[src/rtl/axil_periph_arbiter.sv]
// axil_periph_arbiter: NUM_M-master to 1-slave AXI4-Lite arbiter, one txn in flight.
// Optional macro AXIL_ARB_FIXED_PRIO_EN: strict priority (M0 highest) instead of round-robin.
module axil_periph_arbiter #(
  parameter int NUM_M = 2
) (
  input  logic               clk,
  input  logic               rst_n,
  input  logic [NUM_M*32-1:0] m_araddr,
  input  logic [NUM_M*32-1:0] m_awaddr,
  input  logic [NUM_M*32-1:0] m_wdata,
  input  logic [NUM_M*4-1:0]  m_wstrb,
  input  logic [NUM_M-1:0]    m_arvalid,
  input  logic [NUM_M-1:0]    m_awvalid,
  input  logic [NUM_M-1:0]    m_wvalid,
  input  logic [NUM_M-1:0]    m_rready,
  input  logic [NUM_M-1:0]    m_bready,
  output logic [NUM_M-1:0]    m_arready,
  output logic [NUM_M-1:0]    m_awready,
  output logic [NUM_M-1:0]    m_wready,
  output logic [NUM_M-1:0]    m_rvalid,
  output logic [NUM_M-1:0]    m_bvalid,
  output logic [NUM_M*32-1:0] m_rdata,
  output logic [31:0]         s_araddr,
  output logic [31:0]         s_awaddr,
  output logic [31:0]         s_wdata,
  output logic [3:0]          s_wstrb,
  output logic                s_arvalid,
  output logic                s_awvalid,
  output logic                s_wvalid,
  output logic                s_rready,
  output logic                s_bready,
  input  logic                s_arready,
  input  logic                s_awready,
  input  logic                s_wready,
  input  logic                s_rvalid,
  input  logic                s_bvalid,
  input  logic [31:0]         s_rdata,
  output logic [NUM_M-1:0]    grant,
  output logic                busy
);

  localparam int GW = $clog2(NUM_M);

  typedef enum logic [2:0] {
    IDLE,
    RADDR,
    RDATA,
    WADDR,
    WRESP
  } state_t;

  state_t          state_q;
  logic [GW-1:0]   gidx_q;
  logic [NUM_M-1:0] req;
  logic [GW-1:0]   base;
  logic [GW-1:0]   win_d;
  logic            any_d;

  assign req = m_arvalid | (m_awvalid & m_wvalid);

`ifdef AXIL_ARB_FIXED_PRIO_EN
  assign base = '0;
`else
  logic [GW-1:0] rr_ptr_q;
  logic [GW-1:0] rr_ptr_d;
  assign base = rr_ptr_q;
  assign rr_ptr_d = (gidx_q == GW'(NUM_M-1)) ? '0 : gidx_q + 1'b1;
`endif

  // Pick the first requester scanning base, base+1, ... modulo NUM_M.
  always_comb begin : arb
    int j;
    logic [GW-1:0] idx;
    win_d = '0;
    any_d = 1'b0;
    for (int k = NUM_M-1; k >= 0; k--) begin
      j = int'(base) + k;
      if (j >= NUM_M) j = j - NUM_M;
      idx = GW'(j);
      if (req[idx]) begin
        win_d = idx;
        any_d = 1'b1;
      end
    end
  end

  // Transaction FSM; owner and op kind are latched when leaving IDLE.
  always_ff @(posedge clk or negedge rst_n) begin
    if (!rst_n) begin
      state_q  <= IDLE;
      gidx_q   <= '0;
`ifndef AXIL_ARB_FIXED_PRIO_EN
      rr_ptr_q <= '0;
`endif
    end else begin
      unique case (state_q)
        IDLE: begin
          if (any_d) begin
            gidx_q  <= win_d;
            state_q <= m_arvalid[win_d] ? RADDR : WADDR;
          end
        end
        RADDR: begin
          if (m_arvalid[gidx_q] & s_arready) state_q <= RDATA;
        end
        RDATA: begin
          if (s_rvalid & m_rready[gidx_q]) begin
            state_q  <= IDLE;
`ifndef AXIL_ARB_FIXED_PRIO_EN
            rr_ptr_q <= rr_ptr_d;
`endif
          end
        end
        WADDR: begin
          if (m_awvalid[gidx_q] & m_wvalid[gidx_q] &
              s_awready & s_wready) state_q <= WRESP;
        end
        WRESP: begin
          if (s_bvalid & m_bready[gidx_q]) begin
            state_q  <= IDLE;
`ifndef AXIL_ARB_FIXED_PRIO_EN
            rr_ptr_q <= rr_ptr_d;
`endif
          end
        end
        default: state_q <= IDLE;
      endcase
    end
  end

  // Route only the granted master's channels; everything else stays 0.
  always_comb begin
    m_arready = '0;
    m_awready = '0;
    m_wready  = '0;
    m_rvalid  = '0;
    m_bvalid  = '0;
    m_rdata   = '0;
    s_araddr  = '0;
    s_awaddr  = '0;
    s_wdata   = '0;
    s_wstrb   = '0;
    s_arvalid = 1'b0;
    s_awvalid = 1'b0;
    s_wvalid  = 1'b0;
    s_rready  = 1'b0;
    s_bready  = 1'b0;
    unique case (state_q)
      RADDR: begin
        s_araddr          = m_araddr[int'(gidx_q)*32 +: 32];
        s_arvalid         = m_arvalid[gidx_q];
        m_arready[gidx_q] = s_arready;
      end
      RDATA: begin
        m_rvalid[gidx_q]                 = s_rvalid;
        s_rready                         = m_rready[gidx_q];
        m_rdata[int'(gidx_q)*32 +: 32]   = s_rdata;
      end
      WADDR: begin
        s_awvalid         = m_awvalid[gidx_q] & m_wvalid[gidx_q];
        s_wvalid          = m_awvalid[gidx_q] & m_wvalid[gidx_q];
        s_awaddr          = m_awaddr[int'(gidx_q)*32 +: 32];
        s_wdata           = m_wdata[int'(gidx_q)*32 +: 32];
        s_wstrb           = m_wstrb[int'(gidx_q)*4 +: 4];
        m_awready[gidx_q] = s_awready & s_wready;
        m_wready[gidx_q]  = s_awready & s_wready;
      end
      WRESP: begin
        m_bvalid[gidx_q] = s_bvalid;
        s_bready         = m_bready[gidx_q];
      end
      default: ;
    endcase
  end

  // One-hot owner while a transaction is open.
  always_comb begin
    grant = '0;
    if (state_q != IDLE) grant[gidx_q] = 1'b1;
  end

  assign busy = (state_q != IDLE);

endmodule

[config.mk]
export PLATFORM = sky130hd
export DESIGN_NAME = axil_periph_arbiter
export DESIGN_NICKNAME = d
export VERILOG_FILES = /design/src/rtl/axil_periph_arbiter.sv
export SDC_FILE = /design/constraint.sdc
export NUM_CORES = 1
export LEC_CHECK = 0
export CORE_AREA = 2 2 168 170
export CTS_BUF_LIST = sky130_fd_sc_hd__clkbuf_16
export CTS_CLUSTER_SIZE = 40
export DETAILED_ROUTE_END_ITERATION = 16
export DIE_AREA = 0 0 170 172
export DONT_BUFFER_PORTS = 1
export PLACE_DENSITY = 0.3
export SYNTH_ARGS = -nofsm -noshare
export SYNTH_HDL_FRONTEND = slang
export SYNTH_SLANG_ARGS = --single-unit
[constraint.sdc]
create_clock -name clk -period 2.3 [get_ports clk]
set_clock_uncertainty 0.15 [all_clocks]
set_input_delay 0.345 -clock clk [delete_from_list [all_inputs] [get_ports clk]]
set_output_delay 0.345 -clock clk [all_outputs]
set_load 0.05 [all_outputs]
==> metrics.yaml <==
gp_congestion: 0.773
grt_max_degree: 67
setup_viol: 0
ys_warn_count: 0
synthMuxAreaShare_pct: 42.0
synth_nets: 621
grt_pass1_vias: 3339
syn_inst: 372
p_int_uw: 3000
p_per_area_nw_per_um2: 1450
die_x_microns: 170
final_cell_mix: "buf_4 (116), nor2_1 (110), mux2i_1 (101), buf_12 (79), and3_1 (69)"
synth_top_family_by_area: "multiplexers"
viasPerCell: 3.85
fin_crit_ps: 2230
worstHoldEndpoint: "state_q[0]"
outcome: "finished, final reports clean"
clock_power_share_pct: 3.7
synth_xor_area_share_pct: 0
async_flop_share_pct: 100
drc_errors: 0
syn_area_sq_um: 2490
rsz0062_at_grt: "false"
fmax_mhz: 449
synthSimpleGateAreaFrac_pct: 39.6
start_util_pct: 9.07
synthAdderAreaFrac_pct: 0
crit_arrival_ps: 1730
r2r-start: "gidx_q"
routedWlPerCell_microns: 17.6
p_leak_uw: 0.00282
final_common_cell: "buf_4"
multiInputGateArea_sq_um: 2180
worstReg2RegEnd: "state_q[1]"
cts_setup_buffers: 0
p_seq_share_pct: 3.0
fin_ws_ps: 72.3
area_growth_pct: 115
grt_overflow: 0
period_share_pct: 96.9
ys_ff_latch: 5
netlist.area_leader.share_pct: 41.0
seq_area_sq_um: 129
grt_antenna_before_repair: 2
clk_root_buffer_cell: "clkbuf_16"
numCtsBuffers: 3
synth_area_leaders: "mux2i_1 (41%), and3_1 (17%), nor2_1 (17%)"
rr_worst_depth: 6
synth_ff_type: "dfrtp_1"
drt_iter0_markers: 124
p_sw_uw: 4760
grt_pass1_wl_microns: 20000
synth_compound_area_share_pct: 4.72
critPathMaxFanout: 61
htreeDepth: 1
drive_above_1_share_pct: 40.0
yosysSeqAreaShare_pct: 5.02
hold_path.class: "input port to flop"
tightest_slew_ps: 335
final_hold_viol_count: 0
crit_type: "flop to output pin"
ys_types: 35
track_usage_pct: 9.21
dp_hpwl_microns: 13400
fp-row-count: 61
die_area_sq_um: 29200
syn_avg_cell_area_sq_um: 6.70
vdd.ir_drop.worst_mv: 0.474
num_vias: 3384
clock_latency_ps: 230
final_antenna_net_count: 0
regToRegSetupSlack_ps: 320
ioPinCount: 431
required_ps: 1800
clk_pin_slew_ps: 30
cts_tree: "yes"
p_comb_share_pct: 93.3
p_total_uw: 7750
min_path_cells: 4
worst_setup_path_end_kind: "output pin"
slew_viol_final: 0
drt-total-wl_microns: 15400
place_ws_ps: 256
nNetsFinal: 782
n_fill_cell: 3034
synth_top_cell_by_area: "mux2i_1"
min_from: "m_arvalid[1]"
cts_buffer_depth: 2
coreArea_sq_um: 27500
swShare_pct: 61.3
numPortBuffers: 0
die_y_microns: 172
cts.sinks: 5
maxCapViolCount: 0
dr.pass1.iters: 4
synth_edf_count: 0
slew-limit-headroom_pct: 77.7
start_kind: "flop"
-- final cells by class --
class | count | area share [%]
Antenna cell | 1 | 0.0467
Clock buffer | 3 | 1.40
Clock inverter | 1 | 0.0700
Inverter | 5 | 0.350
Multi-Input combinational cell | 320 | 40.7
Sequential cell | 5 | 2.40
Tap cell | 346 | 8.08
Timing Repair Buffer | 198 | 46.9
-- power groups by stage --
stage                     sequential, uW  clock [uW]  combinational, uW
final                                233         284               7240
after global routing                 247         293               7610
after CTS                            233         288               7240
after detailed placement             236           0               7230
after global placement               226           0               7250
after floorplan                      145           0               4790
-- layer usage --
layer | track usage (%) | share of wire, %
met1 | 9.17 | 34
met2 | 17.0 | 51
met3 | 4.21 | 13
met4 | 3.20 | 2.3
met5 | 0 | 0.091
-- stage by stage --
| stage | cells | hold WS (ps) | util (%) | setup TNS, ps | area, sq um |
|---|---|---|---|---|---|
| 2_1_floorplan | 372 | -101 | - | -339 | 2500 |
| 3_3_place_gp | 872 | -98.0 | 19.0 | 0 | 5230 |
| 3_5_place_dp | 872 | -98.0 | 19.0 | 0 | 5230 |
| 4_1_cts | 877 | 269 | 19.3 | 0 | 5320 |
| 5_1_grt | 879 | 309 | 19.5 | 0 | 5360 |
| 6_report | 879 | 262 | 19.5 | 0 | 5360 |
-- synth_stat cells, types with 2 or more instances --
library cell,instances
clkbuf_1,18
inv_1,5
buf_1,3
nand2_1,7
o21a_1,2
and3_1,69
o21ai_0,2
nor3_1,2
a21oi_1,5
dfrtp_1,5
buf_2,12
and3b_1,2
clkbuf_2,4
nor2_1,110
buf_4,5
mux2i_1,102
-- repair_timing --
| item | 4_1_cts | 5_1_grt |
|---|---|---|
| hold endpoints to repair | 5 | 0 |
| resized for setup | 0 | 3 |
| hold buffers | 1 | 0 |
| endpoints found under the setup margin | 0 | 19 |
-- state kept, by name (all words and copies together), names as in the netlist --
signal   cells
gidx_q       1
state_q      3
base         1
-- critical path, cell delays in order (launching register included) --
cell and delay, ps:
dfrtp_1 480, nor3b_4 300, buf_12 250, and3_1 280, buf_12 160
-- worst max-delay path by stage --
stage	slack, ps	to	from
after floorplan	-170	m_wready[0]	state_q[2]
after global routing	9	s_wdata[15]	state_q[0]
after CTS	10	s_araddr[5]	state_q[2]
final	70	m_rdata[39]	state_q[0]
after detailed placement	260	s_araddr[5]	state_q[2]
after global placement	290	s_araddr[21]	state_q[2]
-- cells by family (layout without fill, tap and decap cells) --
kind of cell           count (synthesis)  in the layout
AOI/OAI and AO/OA                     16             16
other                                  0              1
DFF                                    5              5
and+or+nand+nor                      200            200
buffers and inverters                 47            207
muxes                                104            104
(Power assumes the default switching activity.)
